File: src/rtl/fetch_unit.sv
// Program-counter and run-control sequencer for the 8-bit accumulator processor.
// Owns the PC, runs the IDLE/RUN/DONE start-halt handshake and counts RUN cycles.
module fetch_unit #(
  parameter int          PC_W       = 10,
  parameter int unsigned START_ADDR = 32'd0,
  parameter int          CYC_W      = 16
) (
  input  logic             CLK,
  input  logic             RST,
  input  logic             start_req,
  input  logic             halt_ctrl,
  input  logic [1:0]       branch_ctrl,
  input  logic             branch_cond,
  input  logic [7:0]       acc_in,
  input  logic             stall,
  output logic [PC_W-1:0]  pc_out,
  output logic             fetch_en,
  output logic             busy,
  output logic             done,
  output logic [CYC_W-1:0] cycle_count
);

  localparam logic [PC_W-1:0] START_PC = PC_W'(START_ADDR);

  typedef enum logic [1:0] {
    ST_IDLE = 2'd0,
    ST_RUN  = 2'd1,
    ST_DONE = 2'd2
  } state_t;

  state_t           r_state;
  state_t           w_state_nxt;
  logic [PC_W-1:0]  r_pc;
  logic [PC_W-1:0]  w_pc_nxt;
  logic [PC_W-1:0]  w_pc_inc;
  logic [PC_W-1:0]  w_pc_abs;
  logic [PC_W-1:0]  w_pc_rel;
  logic [CYC_W-1:0] r_cnt;
  logic [CYC_W-1:0] w_cnt_nxt;
  logic [CYC_W-1:0] w_cnt_sat;

  // Absolute target is zero-extended (or truncated); relative offset is sign-extended.
  assign w_pc_inc = r_pc + PC_W'(1'b1);
  assign w_pc_abs = PC_W'(acc_in);
  assign w_pc_rel = r_pc + PC_W'(signed'(acc_in));

  // Saturating RUN-cycle increment.
  always_comb begin
    w_cnt_sat = r_cnt;
    if (r_cnt == {CYC_W{1'b1}}) begin
      w_cnt_sat = r_cnt;
    end else begin
      w_cnt_sat = r_cnt + CYC_W'(1'b1);
    end
  end

  // Next-state, next-PC and counter logic.
  always_comb begin
    w_state_nxt = r_state;
    w_pc_nxt    = r_pc;
    w_cnt_nxt   = r_cnt;
    case (r_state)
      ST_IDLE: begin
        w_pc_nxt = START_PC;
        if (start_req) begin
          w_state_nxt = ST_RUN;
          w_cnt_nxt   = '0;
        end else begin
          w_state_nxt = ST_IDLE;
        end
      end
      ST_RUN: begin
        w_cnt_nxt = w_cnt_sat;
        if (stall) begin
          w_pc_nxt = r_pc;
        end else if (halt_ctrl) begin
          w_state_nxt = ST_DONE;
        end else begin
          case (branch_ctrl)
            2'b01:   w_pc_nxt = branch_cond ? w_pc_abs : w_pc_inc;
            2'b10:   w_pc_nxt = branch_cond ? w_pc_rel : w_pc_inc;
            default: w_pc_nxt = w_pc_inc;
          endcase
        end
      end
      ST_DONE: begin
        // Leaving DONE needs start_req low, so each run needs a fresh request.
        if (!start_req) begin
          w_state_nxt = ST_IDLE;
          w_pc_nxt    = START_PC;
        end else begin
          w_state_nxt = ST_DONE;
        end
      end
      default: begin
        w_state_nxt = ST_IDLE;
        w_pc_nxt    = START_PC;
      end
    endcase
  end

  // State, PC and cycle-counter registers.
  always_ff @(posedge CLK) begin
    if (RST) begin
      r_state <= ST_IDLE;
      r_pc    <= START_PC;
      r_cnt   <= '0;
    end else begin
      r_state <= w_state_nxt;
      r_pc    <= w_pc_nxt;
      r_cnt   <= w_cnt_nxt;
    end
  end

  assign pc_out      = r_pc;
  assign cycle_count = r_cnt;
  assign busy        = (r_state == ST_RUN);
  assign done        = (r_state == ST_DONE);
  assign fetch_en    = (r_state == ST_RUN) && !stall;

endmodule
File: config.mk
export PLATFORM = sky130hd
export DESIGN_NAME = fetch_unit
export DESIGN_NICKNAME = d
export VERILOG_FILES = /design/src/rtl/fetch_unit.sv
export SDC_FILE = /design/constraint.sdc
export NUM_CORES = 1
export LEC_CHECK = 0
export CAP_MARGIN = 5
export CORE_MARGIN = 2
export CORE_UTILIZATION = 56
export CTS_CLUSTER_DIAMETER = 100
export DETAILED_ROUTE_END_ITERATION = 10
export MAX_ROUTING_LAYER = met4
export PLACE_DENSITY = 0.9
export SYNTH_ARGS = -nofsm -noshare
export SYNTH_HDL_FRONTEND = slang
export SYNTH_SLANG_ARGS = --single-unit
File: constraint.sdc
create_clock -name CLK -period 6.2 [get_ports CLK]
set_input_delay 1.55 -clock CLK [delete_from_list [all_inputs] [get_ports CLK]]
set_output_delay 1.55 -clock CLK [all_outputs]
set_load 0.02 [all_outputs]
==> impl_results.md <==
- Status: completed
- Placer Congestion: 0.907
- Final Non-Filler Cells: 359
- Die area: 4470 um^2
- Crit-path slowest cell: clkdlybuf4s50_1
- Slew Limit Fails: 0
- Clock network power share: 0.370
- Leak: 0.943 nW
- Worst path required time: 4650 ps
- Dominant synthesized flop cell: dfxtp_1
- Final Hold Fails: 0
- Core area: 3740 um^2
- DRC: 0
- Antenna diode count: 0
- Synthesized instance count: 272
- Final #Nets: 342
- CTS tree: built
- Setup CP Type: input pin to output pin
- Post-synth top area share: 0.253
- Pint: 0.298 mW
- PwrDens: 148 nW/um^2
- Crit path to: fetch_en
- I/O pin cnt: 45
- Post-CTS setup buffer count: 0
- Worst setup SP type: input pin
- Initial DRC count: 175
- Clk_skew: 6.47 ps
- Synthesis Warnings: 0
- Max cap viols: 0
- Top post-synthesis cells by area: dfxtp_1, ha_1, xnor2_1
- Reg2reg setup slack: 4040 ps
- Switch Pwr: 0.107 mW
- Worst setup path startpoint: stall
- Arrival time worst endpoint: 2780 ps
- Combinational share of power: 0.171
- Maximum vdd drop: 0.0962 mV
- Switching Fraction: 0.263
- Yosys reg bits: 28
- First-pass DRT Iterations: 5
- Final HPWL DP: 4190 um
- GRT overflow: 0
- WL/cell: 16.0 um
- TNS Setup: 0 ps
- Critical-path cell list: clkdlybuf4s50_1 -> nor2_1 -> clkdlybuf4s50_1
- FP Rows: 22
- Slowest stage delay, CP: 600 ps
- Post-Place Cells: 355
- Reg2reg start: pc_out[0]$_SDFFE_PP0P_
- # H-tree levels: 1
- Most frequent CP cell: clkdlybuf4s50_1
- Clk Latency, worst-skew pair: 280 ps
- Dpl cell area: 2670 um^2
- Sequential share of the synthesized area: 0.253
- Routed vias/inst: 6.43
- Post-synth cell types: 63
- Crit end category: output pin
- Largest net degree at the start of global routing: 19
- Slew @ Worst Pin: 673 ps
- CTS Buf Count: 3
- Period Utilization, post-route: 0.698
- Vias in the first global route: 2084
- Worst slew margin: 0.550
- Clk pin slew, worst setup/hold paths: 100 ps
- Largest fanout on the critical path: 4
- Avg Inst Size Synth: 8.14 um^2
- Resize count post-CTS: 0
- Initial antenna violation count: 0
- # fillers: 298
- Port Buffers: 44
- Die W: 66.9 um
- Via count: 2308
- R2R cell count: 8
- Post-synth EDFFs: 0
- HP Class: flip-flop to flip-flop
- Post-route ant nets: 0
- Largest area contributor in the netlist: dfxtp_1
- First-pass GRT wire length: 9600 um
- Flop pwr share: 0.459
- RSZ-0062 raised after global routing: false
- Root Buffer: clkbuf_8
- # clock sinks: 28
- Starting Density: 0.591
- Final Cell Area: 2740 um^2
- Die Span Y: 66.9 um
- Max Clock Freq: 0.231 GHz
- Mapped cell area: 2210 um^2
- Gr usage total: 0.279
- Reg2reg end: pc_out[4]$_SDFFE_PP0P_
- Setup violators final: 0
- Max Root-Sink Buffers: 2
- Layout cell share with drive strength beyond 1: 0.0482
- Fin crit period: 4330 ps
- # hold bufs at CTS: 0
- Syn Nets: 302
- Asr flop ratio synth: 0
- Final wirelength: 5760 um
- Area grow syn2layout: 23.8%
-- metrics by stage --
stage | total power [mW] | util | setup WS, ps | hold WS (ps)
floorplan | 0.232 | - | 2810 | 550
global placement | 0.257 | 0.713 | 1890 | 477
detailed placement | 0.258 | 0.713 | 1870 | 493
CTS | 0.403 | 0.732 | 1860 | 506
global route | 0.418 | 0.732 | 1810 | 549
finish | 0.405 | 0.732 | 1870 | 505
-- placed cells by master (no fill, tap or decap), types with 6 or more instances in the layout --
cell type / instances
o21ai_0: 16
ha_1: 13
xnor2_1: 11
nor3_1: 10
clkdlybuf4s50_1: 44
nand2_1: 11
inv_1: 15
a21oi_1: 13
nand3_1: 15
a22oi_1: 6
nor2_1: 24
dfxtp_1: 28
-- synth_stat cells (3+ instances only) --
master and n:
a22oi_1 6, a21oi_1 13, xnor2_1 11, or4_1 3
inv_1 15, dfxtp_1 28, nor2b_1 5, nand2b_1 5
o21a_1 4, nor2_1 24, a211oi_1 4, a211oi_2 3
or3_1 5, ha_1 13, nor3_1 10, xor2_1 5
o21ai_0 16, a31oi_1 3, nand3_1 15, a21o_1 4
and4_1 5, nand2_1 11, a311oi_1 4, clkbuf_1 4
o22ai_1 3, o21ai_1 3, buf_2 3
-- metal layers --
metal | track usage | vias to the layer above | wire length (um)
met4 | 0.0689 | 0 | 86
met3 | 0.0304 | 11 | 373
met1 | 0.382 | 1081 | 2650
li1 | - | 1116 | -
met2 | 0.441 | 100 | 2650
met5 | - | - | 0
-- power groups by stage --
stage / Clock (mW) / Sequential, mW / Combinational, mW
floorplan: 0 / 0.190 / 0.0415
global placement: 0 / 0.190 / 0.0669
CTS: 0.149 / 0.186 / 0.0685
global route: 0.156 / 0.186 / 0.0761
finish: 0.150 / 0.186 / 0.0691
detailed placement: 0 / 0.190 / 0.0682
-- critical path: cells and delay by family --
family	cells	cell delay, ps
buffers and inverters	2	1100
AND/OR/NAND/NOR	1	130
-- registers in the layout, summed over array words and instances (netlist names) --
signal       cells
r_state          2
pc_out          10
cycle_count     16
-- layout make-up --
class / count / area (um^2) / share of cell area
repair buffers: 44 / 440 / 0.161
inverters: 16 / 60.1 / 0.0219
clock inverters: 1 / 30.0 / 0.0110
well taps: 48 / 60.1 / 0.0219
clock buffers: 3 / 41.3 / 0.0151
multi-input cells: 219 / 1550 / 0.565
flip-flops and latches: 28 / 561 / 0.205
-- how the worst min path moves through the flow --
stage                                 from                     endpoint  slack, ps  cells past startpoint
2_1_floorplan  cycle_count[4]$_SDFFE_PP0P_  cycle_count[4]$_SDFFE_PP0P_        550                      1
3_3_place_gp   cycle_count[4]$_SDFFE_PP0P_  cycle_count[4]$_SDFFE_PP0P_        480                      1
3_5_place_dp   cycle_count[5]$_SDFFE_PP0P_  cycle_count[5]$_SDFFE_PP0P_        490                      1
4_1_cts        cycle_count[5]$_SDFFE_PP0P_  cycle_count[5]$_SDFFE_PP0P_        510                      1
5_1_grt        cycle_count[5]$_SDFFE_PP0P_  cycle_count[5]$_SDFFE_PP0P_        550                      1
6_report       cycle_count[5]$_SDFFE_PP0P_  cycle_count[5]$_SDFFE_PP0P_        500                      1
-- cell families (layout without fill, tap and decap cells) --
logic type      Yosys count  count (layout)  synth area share
xor+xnor                 16              16            0.0633
fa+ha+maj                14              14            0.0825
flops                    28              28             0.253
simple gates             98              98             0.252
mux                       1               1           0.00452
buf+inv                  25              64            0.0475
compound gates           90              90             0.297
Note: power is estimated with default switching activity, not from simulation.
